--- config.mk ---
export PLATFORM = sky130hd
export DESIGN_NAME = rf_arbiter
export DESIGN_NICKNAME = d
export VERILOG_FILES = /design/src/rtl/rf_arbiter.sv
export SDC_FILE = /design/constraint.sdc
export NUM_CORES = 1
export LEC_CHECK = 0
export CORE_MARGIN = 2
export CORE_UTILIZATION = 41
export CTS_BUF_LIST = sky130_fd_sc_hd__clkbuf_16
export DETAILED_ROUTE_END_ITERATION = 10
export PLACE_DENSITY = 0.71
export SLEW_MARGIN = 30
export SYNTH_ARGS = -nofsm -noshare
export SYNTH_HDL_FRONTEND = slang
export SYNTH_SLANG_ARGS = --single-unit
--- constraint.sdc ---
create_clock -name CLK -period 4 [get_ports CLK]
set_input_delay 0.4 -clock CLK [delete_from_list [all_inputs] [get_ports CLK]]
set_output_delay 0.4 -clock CLK [all_outputs]
set_load 0.05 [all_outputs]
--- src/rtl/rf_arbiter.sv ---
// ---------------------------------------------------------------------------
// rf_arbiter
// Shares a single-port register file between two requesters. Requester 0 is
// normally the command controller and requester 1 a config/debug master.
// Only one transaction is in flight at a time. When both requesters are
// pending, a round-robin pointer picks the winner. The register file strobes
// come straight from registered state. Read data is returned to the winner.
// A read that gets no answer within RD_TIMEOUT cycles finishes with an error.
//
// Ports
//   CLK, RST               clock; asynchronous active-high reset
//   REQn_VLD/WR/ADDR/WDATA request from requester n (held until REQn_GNT)
//   REQn_GNT               one-cycle pulse when requester n's transaction issues
//   REQn_RDATA             last read data returned to requester n (held)
//   REQn_RDATA_VLD         one-cycle read-return pulse
//   REQn_ERR               pulses together with REQn_RDATA_VLD on read timeout
//   BUSY                   high whenever the FSM is not in IDLE
//   RF_WrEn/RdEn           register file write / read strobes
//   RF_Address/RF_WrData   register file address / write data (hold last value)
//   RF_RdData/RF_RdData_VLD register file read return
// ---------------------------------------------------------------------------
module rf_arbiter #(
    parameter int D_WIDTH    = 8,
    parameter int ADDRESS    = 4,
    parameter int RD_TIMEOUT = 15
) (
    input  logic               CLK,
    input  logic               RST,

    input  logic               REQ0_VLD,
    input  logic               REQ0_WR,
    input  logic [ADDRESS-1:0] REQ0_ADDR,
    input  logic [D_WIDTH-1:0] REQ0_WDATA,
    output logic               REQ0_GNT,
    output logic [D_WIDTH-1:0] REQ0_RDATA,
    output logic               REQ0_RDATA_VLD,
    output logic               REQ0_ERR,

    input  logic               REQ1_VLD,
    input  logic               REQ1_WR,
    input  logic [ADDRESS-1:0] REQ1_ADDR,
    input  logic [D_WIDTH-1:0] REQ1_WDATA,
    output logic               REQ1_GNT,
    output logic [D_WIDTH-1:0] REQ1_RDATA,
    output logic               REQ1_RDATA_VLD,
    output logic               REQ1_ERR,

    output logic               BUSY,

    output logic               RF_WrEn,
    output logic               RF_RdEn,
    output logic [ADDRESS-1:0] RF_Address,
    output logic [D_WIDTH-1:0] RF_WrData,
    input  logic [D_WIDTH-1:0] RF_RdData,
    input  logic               RF_RdData_VLD
);

    localparam int              CW      = $clog2(RD_TIMEOUT + 1);
    localparam logic [CW-1:0]   TO_LAST = CW'(RD_TIMEOUT - 1);

    typedef enum logic [1:0] {
        IDLE    = 2'd0,
        ISSUE   = 2'd1,
        WAIT_RD = 2'd2
    } state_t;

    state_t        r_state;
    logic          r_ptr;     // requester that wins the next tie
    logic          r_sel;     // requester owning the current transaction
    logic          r_wr;      // current transaction is a write
    logic [CW-1:0] r_cnt;     // WAIT_RD cycles seen without read data

    logic               w_any;
    logic               w_pick;
    logic               w_wr;
    logic [ADDRESS-1:0] w_addr;
    logic [D_WIDTH-1:0] w_wdata;

    // A lone requester wins outright. On a tie the pointer decides.
    assign w_any   = REQ0_VLD | REQ1_VLD;
    assign w_pick  = (REQ0_VLD & REQ1_VLD) ? r_ptr : REQ1_VLD;
    assign w_wr    = w_pick ? REQ1_WR    : REQ0_WR;
    assign w_addr  = w_pick ? REQ1_ADDR  : REQ0_ADDR;
    assign w_wdata = w_pick ? REQ1_WDATA : REQ0_WDATA;

    always_ff @(posedge CLK or posedge RST) begin
        if (RST) begin
            r_state        <= IDLE;
            r_ptr          <= 1'b0;
            r_sel          <= 1'b0;
            r_wr           <= 1'b0;
            r_cnt          <= '0;
            REQ0_GNT       <= 1'b0;
            REQ0_RDATA     <= '0;
            REQ0_RDATA_VLD <= 1'b0;
            REQ0_ERR       <= 1'b0;
            REQ1_GNT       <= 1'b0;
            REQ1_RDATA     <= '0;
            REQ1_RDATA_VLD <= 1'b0;
            REQ1_ERR       <= 1'b0;
            BUSY           <= 1'b0;
            RF_WrEn        <= 1'b0;
            RF_RdEn        <= 1'b0;
            RF_Address     <= '0;
            RF_WrData      <= '0;
        end else begin
            // Pulse outputs default low; each state raises what it needs.
            REQ0_GNT       <= 1'b0;
            REQ1_GNT       <= 1'b0;
            REQ0_RDATA_VLD <= 1'b0;
            REQ1_RDATA_VLD <= 1'b0;
            REQ0_ERR       <= 1'b0;
            REQ1_ERR       <= 1'b0;
            RF_WrEn        <= 1'b0;
            RF_RdEn        <= 1'b0;

            case (r_state)
                IDLE: begin
                    if (w_any) begin
                        // The winner's request is captured straight into the
                        // RF address/data registers. They are only loaded here,
                        // so they keep the last issued values while idle.
                        r_sel      <= w_pick;
                        r_ptr      <= ~w_pick;
                        r_wr       <= w_wr;
                        RF_Address <= w_addr;
                        RF_WrData  <= w_wdata;
                        REQ0_GNT   <= ~w_pick;
                        REQ1_GNT   <= w_pick;
                        RF_WrEn    <= w_wr;
                        RF_RdEn    <= ~w_wr;
                        BUSY       <= 1'b1;
                        r_state    <= ISSUE;
                    end
                end

                ISSUE: begin
                    if (r_wr) begin
                        BUSY    <= 1'b0;
                        r_state <= IDLE;
                    end else begin
                        r_cnt   <= '0;
                        r_state <= WAIT_RD;
                    end
                end

                WAIT_RD: begin
                    // Valid data is checked before the timeout. Data that
                    // arrives on the final cycle is therefore still accepted.
                    if (RF_RdData_VLD) begin
                        if (r_sel) begin
                            REQ1_RDATA     <= RF_RdData;
                            REQ1_RDATA_VLD <= 1'b1;
                        end else begin
                            REQ0_RDATA     <= RF_RdData;
                            REQ0_RDATA_VLD <= 1'b1;
                        end
                        BUSY    <= 1'b0;
                        r_state <= IDLE;
                    end else if (r_cnt == TO_LAST) begin
                        if (r_sel) begin
                            REQ1_RDATA     <= '0;
                            REQ1_RDATA_VLD <= 1'b1;
                            REQ1_ERR       <= 1'b1;
                        end else begin
                            REQ0_RDATA     <= '0;
                            REQ0_RDATA_VLD <= 1'b1;
                            REQ0_ERR       <= 1'b1;
                        end
                        BUSY    <= 1'b0;
                        r_state <= IDLE;
                    end else begin
                        r_cnt <= r_cnt + CW'(1);
                    end
                end

                default: begin
                    BUSY    <= 1'b0;
                    r_state <= IDLE;
                end
            endcase
        end
    end

endmodule

==> flow_metrics.py, run 1 <==
metrics = {
    "routing": {
        "initialDrtViolationCount": 100,
        "drcViolationCount": 0,
        "dr.pass1.iters": 4,
        "num_vias": 1690,
        "viasPerCell": 5.28,
        "wl_per_cell_um": 14.8,
        "wl_mm": 4.75,
        "ant_nets": 0,
    },
    "global_routing": {
        "grt_pass1_vias": 1659,
        "grtUsageTotal_pct": 18.1,
        "grt.overflow.total": 0,
        "grt_pass1_wl_mm": 7.76,
        "grt_max_degree": 47,
        "antenna_found_initial": 0,
    },
    "sta": {
        "finalClockSkew_ps": 2.67,
        "rsz0062_at_grt": "no",
        "slew_headroom_pct": 48.6,
        "finalCriticalPeriod_ps": 2010,
        "fin_crit_sh_pct": 50.3,
        "timing.hold.ws_ps": 495,
        "tightest_slew_ps": 771,
        "hold_viol": 0,
        "max_freq_mhz": 497,
        "setup_tns_ps": 0,
        "setup_violations": 0,
        "finalMaxSlewViolations": 0,
    },
    "yosys": {
        "synth.distinct_cells": 35,
        "yosys.cell_count.top_type": "dfrtp_1",
        "yosysWarningCount": 0,
        "yosysTopAreaCell": "dfrtp_1",
        "synth_area_leaders": "dfrtp_1, a22o_1, a21oi_1",
        "synth-main-ff-cell": "dfrtp_1",
        "synth_fp_nets": 225,
        "synth_cells": 184,
        "seq_area_frac_synth_pct": 56.5,
        "synth_top_area_share_pct": 56.5,
        "synth_edf_count": 0,
        "yosys_register_bits": 46,
        "synthArstFlopShare_pct": 100,
        "syn_area_sq_um": 2040,
        "synthTopCellsByCount": "dfrtp_1, a21oi_1, o21ai_0",
        "synth_area_per_cell_sq_um": 11.1,
    },
    "clock_tree": {
        "cts_root_buf": "clkbuf_16",
        "clockBufferDepth": 2,
        "hold_buffers": 0,
        "post_cts_buffers": 0,
        "cts_tree": "yes",
        "path_clk_slew_ps": 60,
        "cts_made_buffers": 5,
        "cts_resized": 0,
        "htree_levels": 2,
        "cts.sinks": 46,
        "clock_latency_ps": 280,
    },
    "placed_design": {
        "dp_hpwl_mm": 3.38,
        "numPortBuffers": 75,
        "gp_congestion": 0.769,
    },
    "cells_and_area": {
        "utilization_pct": 61.8,
        "fill_cells": 414,
        "drive_gt1_share_pct": 5.93,
        "areaGrowthSynthToFinish_pct": 44.1,
        "diodes": 0,
        "layout.nets": 293,
    },
    "floorplan": {
        "dieArea_sq_um": 5550,
        "start_util_pct": 42.9,
        "io_pins": 76,
        "dieWidth_um": 74.5,
        "fp.dieH_um": 74.5,
        "coreArea_sq_um": 4750,
        "rows": 25,
    },
    "critical_path": {
        "critPathCaptureType": "flip-flop",
        "critPathLaunchType": "input port",
        "arrival_ps": 2220,
        "setup.worst_path.class": "in -> reg",
        "critPathMaxFanout": 18,
        "cp.required_ps": 4210,
    },
    "outcome": {
        "run_status": "complete, no violations",
    },
    "pwr": {
        "leakage_nw": 1.25,
        "power.density_nw_per_um2": 897,
        "ir_worst_vdd_uv": 353,
    },
    "flow_run": {
        "max-cap-violations": 0,
    },
    "min_path": {
        "hold_path_class": "reg -> reg",
    },
}
==> critical path: stages <==
cell and delay (ps):
clkdlybuf4s50_1 830, or2_1 520, nand2_4 110, inv_4 180, and3_1 180
==> cell usage in the layout, fill, tap and decap left out, types with 2 or more instances in the layout <==
cell type	n
a21oi_1	19
a22o_1	16
a311oi_1	2
a31oi_1	14
clkbuf_16	5
clkdlybuf4s50_1	75
dfrtp_1	46
ha_1	2
inv_1	9
nand2_1	2
nand2b_1	3
nand3_1	15
nand4_1	2
nor2_1	2
nor3_1	2
nor3b_1	2
o21ai_0	17
==> state kept, by name, summed over array words and instances (netlist names), 2 cells and up <==
| signal | flops |
|---|---|
| REQ0_RDATA | 8 |
| r_cnt | 4 |
| RF_WrData | 8 |
| r_state | 2 |
| REQ1_RDATA | 8 |
| RF_Address | 4 |
==> stage by stage <==
step / total power [mW] / instances / cell area (sq um) / worst slack (ps)
final: 2.63 / 320 / 2940 / 1990
after global routing: 2.77 / 320 / 2940 / 1820
after CTS: 2.65 / 320 / 2940 / 1990
after detailed placement: 2.19 / 312 / 2770 / 1710
after global placement: 2.17 / 312 / 2770 / 1780
after floorplan: 1.75 / 184 / 2040 / 2510
==> cells by family after synthesis <==
| kind of cell | count (synthesis) | synth area share [%] |
|---|---|---|
| AND/OR/NAND/NOR | 40 | 12.6 |
| flip-flops | 46 | 56.5 |
| adder cells (fa/ha/maj) | 2 | 1.23 |
| AO/OA/AOI/OAI | 71 | 22.2 |
| buffers and inverters | 24 | 7.00 |
| multiplexers | 1 | 0.491 |
==> path summary, 6_finish.rpt <==
path,cells past startpoint,slack (ps),to,from
worst max-delay path,5,1990,RF_RdEn,REQ1_VLD
worst min-delay path,1,490,REQ1_RDATA[2],REQ1_RDATA[2]
worst max register to register,5,2180,REQ0_RDATA[6],r_cnt[0]
worst min register to register,1,490,REQ1_RDATA[2],REQ1_RDATA[2]
max in group asynchronous,2,2980,BUSY,RST
min in group asynchronous,2,560,REQ0_RDATA[0],RST
==> power breakdown <==
part           internal (mW)  switching (mW)  total [mW]
combinational          0.484           0.890        1.37
sequential             0.662           0.144       0.807
clock                  0.292           0.161       0.453
total                   1.44            1.20        2.63
==> layer usage <==
| layer | part of all wire, % | global-route usage (%) | up-vias | wire [um] |
|---|---|---|---|---|
| met5 | 0 | 0 | - | 0 |
| met4 | 0.57 | 5.36 | 0 | 27 |
| met3 | 5.6 | 4.07 | 2 | 266 |
| met2 | 48 | 29.7 | 66 | 2290 |
| met1 | 46 | 24.0 | 806 | 2170 |
| li1 | - | - | 816 | - |
==> area by class of cell <==
class / instances / area [sq um] / share of cell area (%)
well taps: 67 / 83.8 / 2.85
clock buffers: 5 / 125 / 4.26
flip-flops and latches: 46 / 1150 / 39.2
clock inverters: 3 / 41.3 / 1.41
repair buffers: 75 / 751 / 25.6
multi-input cells: 114 / 744 / 25.3
inverters: 10 / 41.3 / 1.41
No activity file was read; power rests on OpenSTA's default activity.
==> run 2, diff against run 1 <==
Clock period 4 ns to 2 ns, I/O delays scaled along.
==> run 2 against run 1 <==
  * Total power increased by 100%
  * Critical endpoint is now REQ0_RDATA[4]
  * Sequential cell count unchanged
  * Setup slack got worse by 1700 ps
  * Critical path depth unchanged
==> flow_metrics.py, run 2 (same netlist as run 1, synthesis figures left out) <==
metrics = {
    "floorplan": {
        "dieWidth_um": 74.5,
        "coreArea_sq_um": 4750,
        "fp.dieH_um": 74.5,
        "io_pins": 76,
        "rows": 25,
        "dieArea_sq_um": 5550,
        "start_util_pct": 42.9,
    },
    "sta": {
        "fin_crit_sh_pct": 85.7,
        "finalCriticalPeriod_ps": 1710,
        "hold_viol": 0,
        "finalClockSkew_ps": 3.00,
        "setup_tns_ps": 0,
        "fin_ws_ps": 286,
        "slew_headroom_pct": 64.2,
        "setup_violations": 0,
        "rsz0062_at_grt": "no",
        "finalMaxSlewViolations": 0,
        "tightest_slew_ps": 535,
        "max_freq_mhz": 584,
    },
    "clock_tree": {
        "cts_resized": 0,
        "clockBufferDepth": 2,
        "cts.sinks": 46,
        "clock_latency_ps": 280,
        "cts_made_buffers": 5,
        "hold_buffers": 0,
        "post_cts_buffers": 0,
        "cts_root_buf": "clkbuf_16",
        "htree_levels": 2,
        "cts_tree": "yes",
        "path_clk_slew_ps": 60,
    },
    "cells_and_area": {
        "utilization_pct": 63.0,
        "final_cells": 326,
        "final_cell_mix": "clkdlybuf4s50_1, dfrtp_1, a21oi_1",
        "layout.nets": 299,
        "final_common_cell": "clkdlybuf4s50_1",
        "reg_top3": "REQ0_RDATA: 8 flops, REQ1_RDATA: 8 flops, RF_WrData: 8 flops",
        "fill_cells": 412,
        "drive_gt1_share_pct": 8.49,
        "areaGrowthSynthToFinish_pct": 47.0,
        "diodes": 0,
    },
    "pwr": {
        "ir_worst_vdd_uv": 769,
        "power.density_nw_per_um2": 1770,
        "leakage_nw": 1.29,
        "power_mw": 5.31,
    },
    "critical_path": {
        "rrSetupSlack_ps": 290,
        "cp-endpoint": "REQ0_RDATA[4]",
        "reg2reg_depth": 5,
        "critPathLaunchType": "flip-flop",
        "critPathCaptureType": "flip-flop",
        "reg2reg_to": "REQ0_RDATA[4]",
        "cp.required_ps": 2220,
        "setup.worst_path.class": "reg -> reg",
        "r2r-start": "r_cnt[0]",
        "critPathMaxFanout": 9,
        "arrival_ps": 1930,
        "critPathLaunch": "r_cnt[0]",
    },
    "placed_design": {
        "numPortBuffers": 75,
        "gp_congestion": 0.959,
        "dp_hpwl_mm": 3.47,
        "place_ws_ps": 306,
        "dp.cells": 318,
    },
    "routing": {
        "wl_per_cell_um": 14.7,
        "viasPerCell": 5.34,
        "drcViolationCount": 0,
        "wl_mm": 4.78,
        "dr.pass1.iters": 4,
        "initialDrtViolationCount": 116,
        "ant_nets": 0,
        "num_vias": 1740,
    },
    "flow_run": {
        "max-cap-violations": 0,
    },
    "global_routing": {
        "grt_use_met1_pct": 24.6,
        "grtUsageTotal_pct": 18.2,
        "grt.overflow.total": 0,
        "antenna_found_initial": 0,
        "busiest_layer": "met2",
        "grtUsageMet2_pct": 29.2,
        "use_met3_pct": 4.61,
        "grt_pass1_wl_mm": 7.75,
        "grt_max_degree": 27,
        "grt_pass1_vias": 1577,
    },
    "outcome": {
        "run_status": "complete, no violations",
    },
    "min_path": {
        "hold_path_class": "in -> async",
    },
}
run 2: cell type report:
type	count	area [sq um]	share of cell area (%)
sequential	46	1150	38.4
tap	67	83.8	2.80
timing repair buffer	81	808	27.0
inverter	10	40.0	1.34
clock buffer	5	125	4.18
clock inverter	3	43.8	1.46
multi-input combinational	114	744	24.8
run 2: power by group:
part / internal, mW / switching [mW]
Sequential: 1.32 / 0.288
Combinational: 0.992 / 1.78
Clock: 0.591 / 0.333
run 2: routing by layer:
layer | vias to the layer above | share of wire (%)
met5 | - | 0
met4 | 0 | 0.71
met3 | 2 | 6.2
met2 | 65 | 48
met1 | 848 | 45
li1 | 825 | -
run 2: worst min-delay path by stage:
stage	slack (ps)	startpoint	depth (start not counted)	to
floorplan	270	RF_RdData_VLD	1	REQ0_ERR
global placement	480	REQ1_RDATA[6]	1	REQ1_RDATA[6]
detailed placement	480	REQ0_RDATA[4]	1	REQ0_RDATA[4]
CTS	260	RST	2	REQ0_RDATA[7]
global route	290	RST	2	REQ0_RDATA[7]
finish	250	RST	2	REQ0_RDATA[7]
run 2: through the flow:
| stage | instance area [sq um] | hold WS (ps) |
|---|---|---|
| 2_1_floorplan | 2040 | 270 |
| 3_3_place_gp | 2830 | 483 |
| 5_1_grt | 3000 | 292 |
| 4_1_cts | 3000 | 257 |
| 6_report | 3000 | 250 |
| 3_5_place_dp | 2830 | 482 |
run 2: critical path, stage by stage, from the launching register on:
cell	delay, ps
dfrtp_1	440
inv_1	70
ha_1	240
a31oi_1	340
nand2b_1	380
a22o_1	180
==> run 3, diff against run 2 <==
Settings changed: CORE_UTILIZATION 41 to 40, PLACE_DENSITY 0.71 to 0.72.
Clock period 2 ns to 1.41 ns, I/O delays scaled along.
==> run 3 against run 2 <==
  * Setup slack got worse by 230 ps
  * Cell count increased by 4.3%
  * Worst hold slack got worse by 40 ps
  * Non-clock buffer count is 14 higher
  * Via count increased by 3.6%
  * Critical endpoint is now REQ0_RDATA[3]
  * Largest power group unchanged
==> flow_metrics.py, run 3 (same netlist as run 1, synthesis figures left out) <==
metrics = {
    "outcome": {
        "run_status": "complete, no violations",
    },
    "critical_path": {
        "critPathCaptureType": "flip-flop",
        "reg2reg_to": "REQ0_RDATA[3]",
        "critPathSlowestCell": "dfrtp_2",
        "r2r-start": "r_state[0]",
        "cpPeakStageDelay_ps": 480,
        "path_cells": "nor3b_2, and2_2, a22o_1",
        "setup.worst_path.class": "reg -> reg",
        "critPathLaunchType": "flip-flop",
        "rrSetupSlack_ps": 50,
        "reg2reg_depth": 3,
        "cp.required_ps": 1620,
        "critPathMaxFanout": 8,
        "arrival_ps": 1570,
    },
    "pwr": {
        "ir_worst_vdd_uv": 1030,
        "leakage_nw": 1.43,
        "power_mw": 7.62,
        "p_int_mw": 4.07,
        "switching_share_pct": 46.6,
        "power.switching_mw": 3.55,
        "pwr-share-clk_pct": 14.4,
        "pwr-share-seq_pct": 30.0,
        "power.density_nw_per_um2": 2460,
        "p_comb_share_pct": 55.5,
    },
    "sta": {
        "finalClockSkew_ps": 8.15,
        "fin_ws_ps": 53.1,
        "setup_tns_ps": 0,
        "finalMaxSlewViolations": 0,
        "setup_violations": 0,
        "hold_viol": 0,
        "tightest_slew_ps": 351,
        "finalCriticalPeriod_ps": 1360,
        "fin_crit_sh_pct": 96.2,
        "max_freq_mhz": 737,
        "slew_headroom_pct": 76.6,
    },
    "clock_tree": {
        "clock_latency_ps": 280,
        "hold_buffers": 0,
        "path_clk_slew_ps": 60,
        "cts_root_buf": "clkbuf_16",
        "htree_levels": 2,
        "cts_tree": "yes",
        "clockBufferDepth": 2,
        "cts.sinks": 46,
        "cts_made_buffers": 5,
    },
    "routing": {
        "drcViolationCount": 0,
        "num_vias": 1802,
        "wl_mm": 5.08,
        "ant_nets": 0,
        "viasPerCell": 5.30,
        "dr.pass1.iters": 4,
        "wl_per_cell_um": 14.9,
        "initialDrtViolationCount": 100,
    },
    "cells_and_area": {
        "register_area_sq_um": 1150,
        "reg_top3": "REQ0_RDATA: 8 flops, REQ1_RDATA: 8 flops, RF_WrData: 8 flops",
        "final_cell_mix": "buf_4, dfrtp_1, clkdlybuf4s50_1",
        "final_common_cell": "buf_4",
        "drive_gt1_share_pct": 29.3,
        "multi_input_area_sq_um": 813,
        "utilization_pct": 64.4,
        "fill_cells": 432,
        "areaGrowthSynthToFinish_pct": 52.2,
        "layout.nets": 313,
        "diodes": 0,
    },
    "global_routing": {
        "grt.overflow.total": 0,
        "grt_max_degree": 47,
        "grt_pass1_vias": 1767,
        "antenna_found_initial": 0,
        "grt_pass1_wl_mm": 7.94,
        "grtUsageTotal_pct": 18.5,
    },
    "placed_design": {
        "gp_congestion": 0.770,
        "dp_hpwl_mm": 3.75,
        "place_ws_ps": -97.0,
        "numPortBuffers": 75,
    },
    "min_path": {
        "hold_path_class": "in -> async",
    },
    "floorplan": {
        "start_util_pct": 42.3,
        "io_pins": 76,
        "dieWidth_um": 75.4,
        "coreArea_sq_um": 4820,
        "fp.dieH_um": 75.4,
        "dieArea_sq_um": 5680,
        "rows": 25,
    },
    "flow_run": {
        "max-cap-violations": 0,
    },
}
## run 3: cell count changes in the layout (fill, tap and decap cells not counted), sizes merged
cell           previous run  this run
clkdlybuf4s50            75        38
clkinv                    1         2
bufinv                    1         0
buf                       6        57
## run 3: how the worst max path moves through the flow
| stage | depth (start not counted) | from | slack, ps | end |
|---|---|---|---|---|
| 2_1_floorplan | 6 | r_cnt[0] | -5 | REQ0_RDATA[0] |
| 3_3_place_gp | 5 | REQ1_VLD | -50 | RF_Address[3] |
| 3_5_place_dp | 5 | REQ0_VLD | -100 | RF_WrData[6] |
| 4_1_cts | 6 | r_cnt[0] | 5 | REQ0_RDATA[3] |
| 5_1_grt | 3 | r_state[1] | -10 | REQ0_RDATA[3] |
| 6_report | 3 | r_state[0] | 50 | REQ0_RDATA[3] |
## run 3: critical path: cells and delay by family, from the launching register on
family	cells	cell delay (ps)
and+or+nand+nor	2	640
AOI/OAI and AO/OA	1	170
DFF	1	480
## run 3: power groups by stage
stage / clock network, mW / registers (mW) / logic (mW)
floorplan: 0 / 3.83 / 1.15
global placement: 0 / 2.26 / 4.08
detailed placement: 0 / 2.29 / 4.14
CTS: 1.13 / 2.28 / 4.20
global route: 1.18 / 2.37 / 4.51
finish: 1.10 / 2.29 / 4.23
## run 3: routing by layer
| layer | GRT usage (%) | vias to the layer above | wire length [um] |
|---|---|---|---|
| li1 | - | 854 | - |
| met1 | 22.3 | 866 | 2080 |
| met2 | 31.6 | 76 | 2590 |
| met3 | 5.29 | 6 | 351 |
| met4 | 7.02 | 0 | 55 |
| met5 | 0 | - | 0 |
## run 3: cell type report
type                       count  area share (%)
sequential                    46            37.2
clock inverter                 3           0.565
timing repair buffer          95            28.0
clock buffer                   5            4.03
multi-input combinational    114            26.2
inverter                      10            1.29
tap                           67            2.70
## run 3: through the flow
step           cells  cell area, sq um  hold WS, ps
6_report         340              3100          211
5_1_grt          340              3100          263
4_1_cts          340              3050          223
3_5_place_dp     332              2890          488
3_3_place_gp     332              2890          483
2_1_floorplan    184              2050          211
## run 3: timing repair
action | 4_1_cts | 5_1_grt
setup endpoints to repair | 10 | 16
endpoints found under the hold margin | 0 | 0
buffers inserted | 0 | 0
resized for setup | 3 | 10
